`src/rtl/mux2_arb_pkg.sv`:
```
`default_nettype none
// ============================================================================
//  Module   : mux2_arb_pkg
//  Brief    : Shared types and constants for the mux2 arbiter slice.
//  Revision : 1.0 - initial release
// ============================================================================
package mux2_arb_pkg;

   // Arbiter FSM states: waiting for a winner, or locked to requester 0/1
   typedef enum logic [1:0] {
      IDLE  = 2'd0,
      BUSY0 = 2'd1,
      BUSY1 = 2'd2
   } state_t;

   localparam logic SEL_I0 = 1'b0;
   localparam logic SEL_I1 = 1'b1;

   // Width of the mid-packet stall counter
   localparam int CNT_W = 8;

endpackage
`default_nettype wire

```
`src/rtl/mux2_arbiter_if.sv`:
```
`default_nettype none
// ============================================================================
//  Module   : mux2_arbiter_if
//  Brief    : Bundle of the two requester handshakes, the muxed output
//             stream and the select/error status of the mux2 arbiter.
//  Revision : 1.0 - initial release
// ============================================================================
interface mux2_arbiter_if #(
   parameter int DW = 8
);
   logic          i0_valid;
   logic [DW-1:0] i0_data;
   logic          i0_last;
   logic          i0_ready;

   logic          i1_valid;
   logic [DW-1:0] i1_data;
   logic          i1_last;
   logic          i1_ready;

   logic          y_valid;
   logic [DW-1:0] y_data;
   logic          y_last;
   logic          y_ready;

   logic          sel;
   logic          timeout_err;

   // Environment side: drives requesters and the downstream ready
   modport master (
      output i0_valid, i0_data, i0_last, input i0_ready,
      output i1_valid, i1_data, i1_last, input i1_ready,
      input  y_valid, y_data, y_last, output y_ready,
      input  sel, timeout_err
   );

   // Arbiter side
   modport slave (
      input  i0_valid, i0_data, i0_last, output i0_ready,
      input  i1_valid, i1_data, i1_last, output i1_ready,
      output y_valid, y_data, y_last, input y_ready,
      output sel, timeout_err
   );
endinterface
`default_nettype wire

```
`src/rtl/mux2_out_stage.sv`:
```
`default_nettype none
// ============================================================================
//  Module   : mux2_out_stage
//  Brief    : Single-entry registered valid/ready output stage. Loads a beat
//             whenever the upstream handshake completes; holds it until the
//             downstream consumer takes it.
//  Revision : 1.0 - initial release
// ============================================================================
module mux2_out_stage #(
   parameter int DW = 8
) (
   input  logic          clk,
   input  logic          rst,
   input  logic          i_load,
   input  logic [DW-1:0] i_data,
   input  logic          i_last,
   input  logic          i_ready,
   output logic          o_valid,
   output logic [DW-1:0] o_data,
   output logic          o_last
);
   logic          r_valid;
   logic [DW-1:0] r_data;
   logic          r_last;

   // Output register: load on accept, drop valid once drained with no refill
   always_ff @(posedge clk) begin
      if (rst) begin
         r_valid <= 1'b0;
         r_data  <= '0;
         r_last  <= 1'b0;
      end else if (i_load) begin
         r_valid <= 1'b1;
         r_data  <= i_data;
         r_last  <= i_last;
      end else if (i_ready) begin
         r_valid <= 1'b0;
      end
   end

   assign o_valid = r_valid;
   assign o_data  = r_data;
   assign o_last  = r_last;

endmodule
`default_nettype wire

```
`src/rtl/mux2_arbiter.sv`:
```
`default_nettype none
// ============================================================================
//  Module   : mux2_arbiter
//  Brief    : Round-robin packet arbiter for a 2:1 mux. Locks the grant for a
//             whole packet, feeds a registered output stage, and force-
//             releases a grant whose owner stalls for TIMEOUT cycles.
//  Config   : define MUX2_ARB_ASSERT_EN to compile in protocol assertions.
//  Revision : 1.0 - initial release
// ============================================================================
module mux2_arbiter
   import mux2_arb_pkg::*;
#(
   parameter int DW      = 8,
   parameter int TIMEOUT = 15
) (
   input  logic clk,
   input  logic rst,
   mux2_arbiter_if.slave bus
);
   localparam logic [CNT_W-1:0] c_TIMEOUT = CNT_W'(TIMEOUT);

   state_t           r_state;
   state_t           w_state_nxt;
   logic             r_ptr;
   logic             w_ptr_nxt;
   logic             r_sel;
   logic             w_sel;
   logic [CNT_W-1:0] r_cnt;
   logic [CNT_W-1:0] w_cnt_nxt;
   logic [CNT_W-1:0] w_cnt_inc;
   logic             r_tmo;
   logic             w_tmo_nxt;
   logic             w_rdy0;
   logic             w_rdy1;
   logic             w_accept;
   logic             w_beat_last;
   logic             w_own_valid;
   logic             w_any_valid;
   logic             w_winner;
   logic             w_can_load;
   logic             w_y_valid;
   logic [DW-1:0]    w_beat_data;

   assign w_can_load  = !w_y_valid || bus.y_ready;
   assign w_any_valid = bus.i0_valid || bus.i1_valid;
   // A lone requester wins outright; a tie goes to the favoured one
   assign w_winner    = (bus.i0_valid && bus.i1_valid) ? r_ptr : bus.i1_valid;
   assign w_cnt_inc   = r_cnt + CNT_W'(1);

   // Grant, ready generation, next-state, pointer and watchdog decisions
   always_comb begin
      w_sel       = r_sel;
      w_rdy0      = 1'b0;
      w_rdy1      = 1'b0;
      w_state_nxt = r_state;
      w_ptr_nxt   = r_ptr;
      w_cnt_nxt   = r_cnt;
      w_tmo_nxt   = 1'b0;
      w_accept    = 1'b0;
      w_beat_last = 1'b0;
      w_own_valid = 1'b0;

      // No handshake may open while reset is asserted
      if (!rst) begin
         case (r_state)
            IDLE:    if (w_any_valid) w_sel = w_winner;
            BUSY0:   w_sel = SEL_I0;
            BUSY1:   w_sel = SEL_I1;
            default: w_sel = r_sel;
         endcase
         if (r_state != IDLE || w_any_valid) begin
            w_rdy0 = w_can_load && (w_sel == SEL_I0);
            w_rdy1 = w_can_load && (w_sel == SEL_I1);
         end
      end

      w_beat_last = (w_sel == SEL_I1) ? bus.i1_last  : bus.i0_last;
      w_own_valid = (w_sel == SEL_I1) ? bus.i1_valid : bus.i0_valid;
      w_accept    = (w_rdy0 && bus.i0_valid) || (w_rdy1 && bus.i1_valid);

      case (r_state)
         IDLE: begin
            if (w_accept) begin
               if (w_beat_last) w_ptr_nxt   = ~w_sel;
               else             w_state_nxt = (w_sel == SEL_I1) ? BUSY1 : BUSY0;
            end
         end
         BUSY0, BUSY1: begin
            if (w_accept) begin
               w_cnt_nxt = '0;
               if (w_beat_last) begin
                  w_state_nxt = IDLE;
                  w_ptr_nxt   = ~w_sel;
               end
            end else if (!w_own_valid) begin
               // Only owner starvation counts; downstream backpressure does not
               if (w_cnt_inc == c_TIMEOUT) begin
                  w_state_nxt = IDLE;
                  w_ptr_nxt   = ~w_sel;
                  w_cnt_nxt   = '0;
                  w_tmo_nxt   = 1'b1;
               end else begin
                  w_cnt_nxt = w_cnt_inc;
               end
            end
         end
         default: w_state_nxt = IDLE;
      endcase
   end

   // Arbiter state registers
   always_ff @(posedge clk) begin
      if (rst) begin
         r_state <= IDLE;
         r_ptr   <= 1'b0;
         r_sel   <= SEL_I0;
         r_cnt   <= '0;
         r_tmo   <= 1'b0;
      end else begin
         r_state <= w_state_nxt;
         r_ptr   <= w_ptr_nxt;
         r_sel   <= w_sel;
         r_cnt   <= w_cnt_nxt;
         r_tmo   <= w_tmo_nxt;
      end
   end

   assign w_beat_data = (w_sel == SEL_I1) ? bus.i1_data : bus.i0_data;

   mux2_out_stage #(
      .DW (DW)
   ) u_out_stage (
      .clk     (clk),
      .rst     (rst),
      .i_load  (w_accept),
      .i_data  (w_beat_data),
      .i_last  (w_beat_last),
      .i_ready (bus.y_ready),
      .o_valid (w_y_valid),
      .o_data  (bus.y_data),
      .o_last  (bus.y_last)
   );

   assign bus.y_valid     = w_y_valid;
   assign bus.i0_ready    = w_rdy0;
   assign bus.i1_ready    = w_rdy1;
   assign bus.sel         = w_sel;
   assign bus.timeout_err = r_tmo;

`ifdef MUX2_ARB_ASSERT_EN
   a_one_ready: assert property (@(posedge clk) disable iff (rst)
      !(bus.i0_ready && bus.i1_ready));

   a_sel_busy: assert property (@(posedge clk) disable iff (rst)
      (r_state != IDLE && w_state_nxt == r_state) |=> $stable(bus.sel));

   a_y_hold: assert property (@(posedge clk) disable iff (rst)
      (bus.y_valid && !bus.y_ready) |=> ($stable(bus.y_data) && $stable(bus.y_last)));

   a_tmo_pulse: assert property (@(posedge clk) disable iff (rst)
      bus.timeout_err |=> !bus.timeout_err);

   a_hold_v0: assert property (@(posedge clk) disable iff (rst)
      (r_state == IDLE && bus.i0_valid && bus.sel == SEL_I0 && !w_accept) |=> bus.i0_valid);

   a_hold_v1: assert property (@(posedge clk) disable iff (rst)
      (r_state == IDLE && bus.i1_valid && bus.sel == SEL_I1 && !w_accept) |=> bus.i1_valid);
`endif

endmodule
`default_nettype wire

```
`src/flat_wrapper.sv`:
```
// flat-port wrapper written by rule: the top's interface ports become plain ports
module mux2_arbiter_flat import mux2_arb_pkg::*;
#(
   parameter int DW      = 8,
   parameter int TIMEOUT = 15
)
  (clk, rst, bus_i0_valid, bus_i0_data, bus_i0_last, bus_i0_ready, bus_i1_valid, bus_i1_data, bus_i1_last, bus_i1_ready, bus_y_valid, bus_y_data, bus_y_last, bus_y_ready, bus_sel, bus_timeout_err);
  mux2_arbiter_if #(.DW(DW)) bus_i ();
  input  logic clk;
  input  logic rst;
  input wire logic [$bits(bus_i.i0_valid)-1:0] bus_i0_valid;
  input wire logic [$bits(bus_i.i0_data)-1:0] bus_i0_data;
  input wire logic [$bits(bus_i.i0_last)-1:0] bus_i0_last;
  output wire logic [$bits(bus_i.i0_ready)-1:0] bus_i0_ready;
  input wire logic [$bits(bus_i.i1_valid)-1:0] bus_i1_valid;
  input wire logic [$bits(bus_i.i1_data)-1:0] bus_i1_data;
  input wire logic [$bits(bus_i.i1_last)-1:0] bus_i1_last;
  output wire logic [$bits(bus_i.i1_ready)-1:0] bus_i1_ready;
  output wire logic [$bits(bus_i.y_valid)-1:0] bus_y_valid;
  output wire logic [$bits(bus_i.y_data)-1:0] bus_y_data;
  output wire logic [$bits(bus_i.y_last)-1:0] bus_y_last;
  input wire logic [$bits(bus_i.y_ready)-1:0] bus_y_ready;
  output wire logic [$bits(bus_i.sel)-1:0] bus_sel;
  output wire logic [$bits(bus_i.timeout_err)-1:0] bus_timeout_err;
  assign bus_i.i0_valid = bus_i0_valid;
  assign bus_i.i0_data = bus_i0_data;
  assign bus_i.i0_last = bus_i0_last;
  assign bus_i0_ready = bus_i.i0_ready;
  assign bus_i.i1_valid = bus_i1_valid;
  assign bus_i.i1_data = bus_i1_data;
  assign bus_i.i1_last = bus_i1_last;
  assign bus_i1_ready = bus_i.i1_ready;
  assign bus_y_valid = bus_i.y_valid;
  assign bus_y_data = bus_i.y_data;
  assign bus_y_last = bus_i.y_last;
  assign bus_i.y_ready = bus_y_ready;
  assign bus_sel = bus_i.sel;
  assign bus_timeout_err = bus_i.timeout_err;
  mux2_arbiter #(.DW(DW), .TIMEOUT(TIMEOUT)) u_core (.clk(clk), .rst(rst), .bus(bus_i));
endmodule
```
`config.mk`:
```
export PLATFORM = sky130hd
export DESIGN_NAME = mux2_arbiter_flat
export DESIGN_NICKNAME = d
export VERILOG_FILES = /design/src/rtl/mux2_arb_pkg.sv /design/src/rtl/mux2_arbiter_if.sv /design/src/rtl/mux2_out_stage.sv /design/src/rtl/mux2_arbiter.sv /design/src/flat_wrapper.sv
export SDC_FILE = /design/constraint.sdc
export NUM_CORES = 1
export LEC_CHECK = 0
export ABC_CLOCK_PERIOD_IN_PS = 2500
export BUFFER_PORTS_ARGS = -buffer_cell sky130_fd_sc_hd__buf_2
export CAP_MARGIN = 20
export CORE_ASPECT_RATIO = 0.75
export CORE_MARGIN = 8
export CORE_UTILIZATION = 29
export DETAILED_ROUTE_END_ITERATION = 10
export SLEW_MARGIN = 40
export SYNTH_ARGS = -nofsm -noshare
export SYNTH_HDL_FRONTEND = slang
export SYNTH_HIERARCHICAL = 1
export SYNTH_SLANG_ARGS = --single-unit
```
`constraint.sdc`:
```
create_clock -name clk -period 2.5 [get_ports clk]
set_input_delay 0.25 -clock clk [delete_from_list [all_inputs] [get_ports clk]]
set_output_delay 0.25 -clock clk [all_outputs]
set_load 0.01 [all_outputs]
```
==> out/qor.yml, run 1 <==
grt_use_total: 0.0890
drt_iter0_drc: 46
route.met3.wl_um: 193
drive_gt1_frac: 0.383
maxUsedRoutingLayer: "met4"
synthCells: 159
synth_edf_count: 0
fin_crit_ns: 2.44
grt_max_degree: 24
ys_ff_latch: 23
max_cap_violations: 0
clock-sinks: 23
ys_async_sr_fraction: 0
rsz0062_at_grt: "true"
antenna_found_initial: 0
outcome: "finished, final reports clean"
row_count: 22
hpwl_um: 2580
path_class: "flip-flop to flip-flop"
cts_tree: "done"
start_util: 0.294
slew_violations: 0
clock_path_buffers: 2
htree_levels: 1
clkTransAtPathRegs_ns: 0.08
wl_met1_um: 1720
fp.dieH_um: 76.2
postPlaceCellArea_um2: 1710
total_power_mw: 1.07
relSlewSlack: 0.729
hold_viol: 0
num_vias: 1284
end_kind: "flip-flop"
seqCellArea_um2: 463
synth_fp_nets: 187
wl_per_cell_um: 12.8
finalCoreUtilization: 0.374
numPortBuffers: 36
numCtsBuffers: 3
die_x_um: 96.2
grt_pass1_wl_um: 5350
route.met2.wl_um: 1460
critPathLaunchType: "flip-flop"
final_antenna_net_count: 0
p_leak_nw: 0.789
cts.hold.buffers_added: 0
cts_setup_buffers: 0
netlist_area_um2: 1400
grt_pass1_vias: 1179
dieArea_um2: 7330
diodes: 0
clock_skew_ns: 0.00189
avgSynthCellArea_um2: 8.81
ys_warn_count: 6
ys.flop_type: "dfxtp_1"
first_pass_iters: 4
fillers: 504
multiInputGateArea_um2: 872
setup-violations-final: 0
ys_types: 44
area_growth_pct: 27.3
drcViolationCount: 0
instances_no_fill: 266
hold_path.class: "primary input to flip-flop"
cts_root_buffer: "clkbuf_8"
ir_worst_vdd_mv: 0.352
routabilityCongestion: 0.814
cp.arrival_ns: 2.60
cp_data_required_time_ns: 2.66
core_area_um2: 4760
finalInstanceArea_um2: 1780
worstMarginPinSlew_ns: 0.405
vias_per_cell: 4.83
critPathMaxFanout: 6
grt-ovfl-total: 0
clk_latency_ns: 0.26
p_per_area_nw_per_um2: 602
totalWireLength_um: 3390
post-route-period-util: 0.976
seq_area_frac_synth: 0.329
pin_count: 37
max_freq_ghz: 0.410
placed_cells: 262
final_nets: 235
-- power breakdown --
group / total [mW] / switching (mW) / internal [mW]
Combinational: 0.423 / 0.215 / 0.208
Clock: 0.230 / 0.119 / 0.111
Sequential: 0.421 / 0.0210 / 0.400
Total: 1.07 / 0.354 / 0.719
-- synthesized netlist by cell type (all sizes together) (3+ instances only) --
master,instances,area [µm²]
a21o,4,40.0
a21oi,9,45.0
clkbuf,3,12.5
dfxtp,23,460
ha,5,62.6
inv,9,33.8
mux2,10,113
mux2i,9,90.1
nand3,7,35.0
nor2,26,97.6
nor2b,3,18.8
nor3,3,15.0
o21ai,8,40.0
or3,3,18.8
-- per-layer routing --
layer,vias up,track usage
li1,667,-
met1,583,0.118
met2,32,0.128
met3,2,0.0325
met4,0,0.0291
met5,-,0
-- stage by stage --
step,setup WS [ns],hold WS (ns),TNS [ns]
after CTS,0.0210,0.266,0
after global routing,-0.00450,0.283,-0.0120
after global placement,0.0248,0.468,0
after floorplan,0.0725,0.322,0
final,0.0603,0.272,0
after detailed placement,-0.0134,0.477,-0.0368
-- timing repair --
item / 4_1_cts / 5_1_grt
endpoints found under the hold margin: 0 / 0
pin swaps: 0 / 3
setup endpoints to repair: 16 / 19
resized for setup: 2 / 10
-- path summary, 6_finish.rpt --
path	end	slack (ns)	depth (start not counted)	startpoint
setup reg to reg	u_core/r_state[0]	0.06	9	u_core/r_state[0]
hold reg to reg	u_core/u_out_stage/o_valid	0.49	2	u_core/u_out_stage/o_valid
hold / removal	u_core/u_out_stage/o_valid	0.27	3	bus_y_ready
setup / recovery	u_core/r_state[0]	0.06	9	u_core/r_state[0]
-- critical path, stage by stage (launching register included) --
cell and delay, ns:
dfxtp_2 0.35, inv_1 0.05, ha_1 0.20, nor3b_1 0.14
or3_1 0.37, or4_4 0.53, and2_4 0.20, o21ai_1 0.16
a31oi_2 0.11, a32o_1 0.21
-- layout make-up --
class,instances,area share
tap,60,0.0421
clock inverter,1,0.00281
sequential,23,0.260
inverter,10,0.0239
multi-input combinational,121,0.489
clock buffer,3,0.0232
timing repair buffer,48,0.159
-- registers in the layout, indices dropped and copies added, names as in the netlist --
name,cells
u_core/r_state,2
u_core/r_cnt,8
u_core/bus.timeout_err,1
u_core/u_out_stage/o_last,1
u_core/r_ptr,1
u_core/u_out_stage/o_valid,1
u_core/u_out_stage/o_data,8
u_core/r_sel,1
-- logic make-up (layout without fill, tap and decap cells) --
| family | after synthesis | in the layout | synth area share |
|---|---|---|---|
| flops | 23 | 23 | 0.329 |
| compound gates | 39 | 39 | 0.203 |
| fa+ha+maj | 5 | 5 | 0.0447 |
| simple gates | 56 | 56 | 0.211 |
| buf+inv | 15 | 62 | 0.0554 |
| xor+xnor | 2 | 2 | 0.0125 |
| mux | 19 | 19 | 0.145 |
-- cells in the final DEF, fill, tap and decap left out, drive strengths merged, types with 2 or more instances in the layout --
| cell | n |
|---|---|
| a21oi | 9 |
| ha | 5 |
| a311oi | 2 |
| nor2b | 3 |
| or4 | 2 |
| xnor2 | 2 |
| clkbuf | 3 |
| o21a | 2 |
| dfxtp | 23 |
| nor2 | 26 |
| o211ai | 2 |
| or2b | 2 |
| mux2i | 9 |
| clkinv | 2 |
| buf | 48 |
| or3 | 3 |
| inv | 9 |
| nand3b | 2 |
| a22oi | 2 |
| o21ai | 8 |
| a211oi | 2 |
| mux2 | 10 |
| a21o | 4 |
| a21boi | 2 |
| a32o | 2 |
| nand3 | 7 |
| nor3 | 3 |
(Power assumes the default switching activity.)
==> inputs of run 2 (changes only) <==
--- a/config.mk
+++ b/config.mk
@@ -12,6 +12,7 @@
 export CORE_MARGIN = 8
 export CORE_UTILIZATION = 29
 export DETAILED_ROUTE_END_ITERATION = 10
+export PLACE_DENSITY = 0.49
 export SLEW_MARGIN = 40
 export SYNTH_ARGS = -nofsm -noshare
 export SYNTH_HDL_FRONTEND = slang
==> out/qor.yml, run 2 (same netlist as run 1, synthesis figures left out) <==
setup-violations-final: 0
total_power_mw: 1.09
antenna_found_initial: 0
cts.hold.buffers_added: 0
drt_iter0_drc: 80
grt_max_degree: 17
cts_root_buffer: "clkbuf_8"
post-route-period-util: 0.947
p_leak_nw: 0.806
outcome: "finished, final reports clean"
row_count: 22
start_util: 0.294
cp.arrival_ns: 2.52
hold_viol: 0
numCtsBuffers: 3
cts_setup_buffers: 0
layout.cells.most_common: "buf_2"
crit_chain: "inv_1 > ha_2 > nor3b_1 > or3_1 > or4_4 > and2_4 > a21o_2 > a41oi_1 > a311oi_1"
clkTransAtPathRegs_ns: 0.08
finalCoreUtilization: 0.379
clock-sinks: 23
final_nets: 237
numPortBuffers: 36
whs_ns: 0.267
fillers: 527
dieArea_um2: 7330
place_ws_ns: -0.0259
diodes: 0
max_freq_ghz: 0.422
critPathLaunchType: "flip-flop"
grt_pass1_vias: 1280
worstRegToRegCells: 9
drcViolationCount: 0
fin_crit_ns: 2.37
area_growth_pct: 29.0
max_cap_violations: 0
clock_path_buffers: 2
cts_tree: "done"
grt_pass1_wl_um: 5970
core_area_um2: 4760
postPlaceCellArea_um2: 1730
seqCellArea_um2: 463
instances_no_fill: 268
num_vias: 1285
ir_worst_vdd_mv: 0.230
totalWireLength_um: 3430
worstMarginPinSlew_ns: 0.395
wl_per_cell_um: 12.8
slew_violations: 0
cp_data_required_time_ns: 2.65
first_pass_iters: 4
relSlewSlack: 0.734
p_per_area_nw_per_um2: 603
whs_path_depth: 3
slowest_stage: "or4_4"
layout_common_cells: "buf_2 (36), nor2_1 (26), dfxtp_1 (21), buf_4 (13), mux2_2 (10)"
clock_skew_ns: 0.00107
routabilityCongestion: 0.741
fin_ws_ns: 0.132
grt-ovfl-total: 0
multiInputGateArea_um2: 886
htree_levels: 1
critPathMaxFanout: 6
die_x_um: 96.2
final_antenna_net_count: 0
vias_per_cell: 4.79
finalInstanceArea_um2: 1810
hpwl_um: 2710
hold_path.class: "primary input to flip-flop"
max_stage_delay_ns: 0.53
pin_count: 37
setup-tns-final_ns: 0
clk_latency_ns: 0.26
rsz0062_at_grt: "false"
drive_gt1_frac: 0.399
fp.dieH_um: 76.2
path_class: "flip-flop to flip-flop"
placed_cells: 264
end_kind: "flip-flop"
grt_use_total: 0.0996
## run 2: cell types whose count changed in the layout (fill, tap and decap cells not counted), sizes merged
cell / change
buf: +2
## run 2: path summary, 6_finish.rpt
| kind | start | endpoint | slack (ns) |
|---|---|---|---|
| max | u_core/r_state[0] | u_core/r_ptr | 0.13 |
| min | bus_y_ready | u_core/u_out_stage/o_valid | 0.27 |
| max reg2reg | u_core/r_state[0] | u_core/r_ptr | 0.13 |
| min reg2reg | u_core/r_state[0] | u_core/r_state[0] | 0.48 |
## run 2: area by class of cell
class / count / area share
multi-input combinational: 121 / 0.491
inverter: 10 / 0.0236
clock buffer: 3 / 0.0229
tap: 60 / 0.0416
sequential: 23 / 0.256
clock inverter: 1 / 0.00277
timing repair buffer: 50 / 0.162
## run 2: routing by layer
layer / share of wire / global-route usage / wire, µm
met5: 0 / 0 / 0
met4: 0.012 / 0.0322 / 40
met3: 0.047 / 0.0295 / 161
met2: 0.45 / 0.154 / 1560
met1: 0.49 / 0.127 / 1670
## run 2: critical path, delay by kind of cell, from the launching register on
family	cells	cell delay (ns)
AOI/OAI and AO/OA	3	0.48
adders and majority gates	1	0.18
buffers and inverters	1	0.06
DFF	1	0.35
and+or+nand+nor	4	1.20
## run 2: power breakdown
part / switching (mW) / internal, mW
clock network: 0.124 / 0.111
registers: 0.0180 / 0.400
logic: 0.220 / 0.217
## run 2: timing repair
item / in CTS / in global routing
gates resized for setup: 2 / 10
pin swaps: 0 / 3
endpoints found under the setup margin: 12 / 20
==> inputs of run 3 (changes only) <==
--- a/config.mk
+++ b/config.mk
@@ -12,7 +12,9 @@
 export CORE_MARGIN = 8
 export CORE_UTILIZATION = 29
 export DETAILED_ROUTE_END_ITERATION = 10
+export MAX_ROUTING_LAYER = met4
 export PLACE_DENSITY = 0.49
+export SKIP_CTS_REPAIR_TIMING = 1
 export SLEW_MARGIN = 40
 export SYNTH_ARGS = -nofsm -noshare
 export SYNTH_HDL_FRONTEND = slang
==> out/qor.yml, run 3 (same netlist as run 1, synthesis figures left out) <==
outcome: "finished, final reports clean"
route.met3.wl_um: 148
fp.dieH_um: 76.2
relSlewSlack: 0.732
p_per_area_nw_per_um2: 602
die_x_um: 96.2
numPortBuffers: 36
start_util: 0.294
p_leak_nw: 0.806
slew_violations: 0
route.met2.wl_um: 1560
htree_levels: 1
final_nets: 237
crit_buf_inv: 1
drt_iter0_drc: 91
max_cap_violations: 0
antenna_found_initial: 0
numCtsBuffers: 3
hold_viol: 0
ir_worst_vdd_mv: 0.231
grt_pass1_vias: 1276
total_power_mw: 1.09
wl_per_cell_um: 12.8
clkTransAtPathRegs_ns: 0.09
pin_count: 37
cp.arrival_ns: 2.51
maxUsedRoutingLayer: "met4"
fillers: 529
critPathTopFamily: "simple AND/OR/NAND/NOR gates"
vias_per_cell: 4.83
whs_ns: 0.266
cts_tree: "done"
final_antenna_net_count: 0
hold_path.class: "primary input to flip-flop"
totalWireLength_um: 3430
layout_common_cells: "buf_2 (36), nor2_1 (26), dfxtp_1 (21), buf_4 (13), mux2_2 (10)"
max_stage_delay_ns: 0.52
max_freq_ghz: 0.423
rsz0062_at_grt: "false"
fin_crit_ns: 2.36
multiInputGateArea_um2: 886
row_count: 22
wl_met1_um: 1680
drcViolationCount: 0
crit_chain: "inv_1 > ha_2 > nor3b_1 > or3_1 > or4_4 > and2_4 > a21o_2 > a41oi_1 > a311oi_1"
cp_data_required_time_ns: 2.65
critPathMaxFanout: 6
diodes: 0
post-route-period-util: 0.946
placed_cells: 264
clock_skew_ns: 0.00212
grt_max_degree: 17
area_growth_pct: 29.0
routabilityCongestion: 0.750
path_class: "flip-flop to flip-flop"
grt-ovfl-total: 0
slowest_stage: "or4_4"
clock_path_buffers: 2
place_ws_ns: -0.0259
grt_use_total: 0.102
grt_pass1_wl_um: 5960
clock-sinks: 23
drive_gt1_frac: 0.399
fin_ws_ns: 0.135
setup-violations-final: 0
instances_no_fill: 268
finalCoreUtilization: 0.379
layout.cells.most_common: "buf_2"
first_pass_iters: 4
dieArea_um2: 7330
seqCellArea_um2: 463
core_area_um2: 4760
clk_latency_ns: 0.26
hpwl_um: 2710
cts_root_buffer: "clkbuf_8"
critPathLaunchType: "flip-flop"
worstMarginPinSlew_ns: 0.398
r2r_slack_ns: 0.14
num_vias: 1295
end_kind: "flip-flop"
## run 3: cell counts in the layout (fill, tap and decap cells not counted)
No cell type changed its count.
## run 3: per-stage QoR
step                      instance area, µm²  setup TNS (ns)
final                                   1810               0
after global routing                    1810               0
after CTS                               1770          -0.165
after detailed placement                1730         -0.0437
after global placement                  1730               0
after floorplan                         1400               0
## run 3: final cells by class
type	count	share of cell area
Clock buffer	3	0.0229
Clock inverter	1	0.00277
Inverter	10	0.0236
Multi-Input combinational cell	121	0.491
Sequential cell	23	0.256
Tap cell	60	0.0416
Timing Repair Buffer	50	0.162
## run 3: final timing paths
kind / depth (start not counted) / startpoint / endpoint
worst min register to register: 1 / u_core/r_state[0] / u_core/r_state[0]
worst max-delay path: 9 / u_core/r_state[0] / u_core/r_ptr
worst min-delay path: 3 / bus_y_ready / u_core/u_out_stage/o_valid
worst max register to register: 9 / u_core/r_state[0] / u_core/r_ptr
## run 3: routing by layer
layer	GRT usage	vias to the layer above
li1	-	673
met1	0.129	597
met5	-	-
met2	0.154	23
met3	0.0276	2
met4	0.0322	0
## run 3: tightest hold or removal path, delay by kind of cell
family / cells / cell delay [ns]
AOI/OAI and AO/OA: 1 / 0.06
buffers and inverters: 1 / 0.08
and+or+nand+nor: 1 / 0.09
## run 3: power breakdown
part	internal (mW)	total [mW]	switching, mW	leakage (nW)
sequential	0.400	0.418	0.0179	0.188
clock	0.111	0.233	0.122	0.0255
combinational	0.217	0.436	0.219	0.593
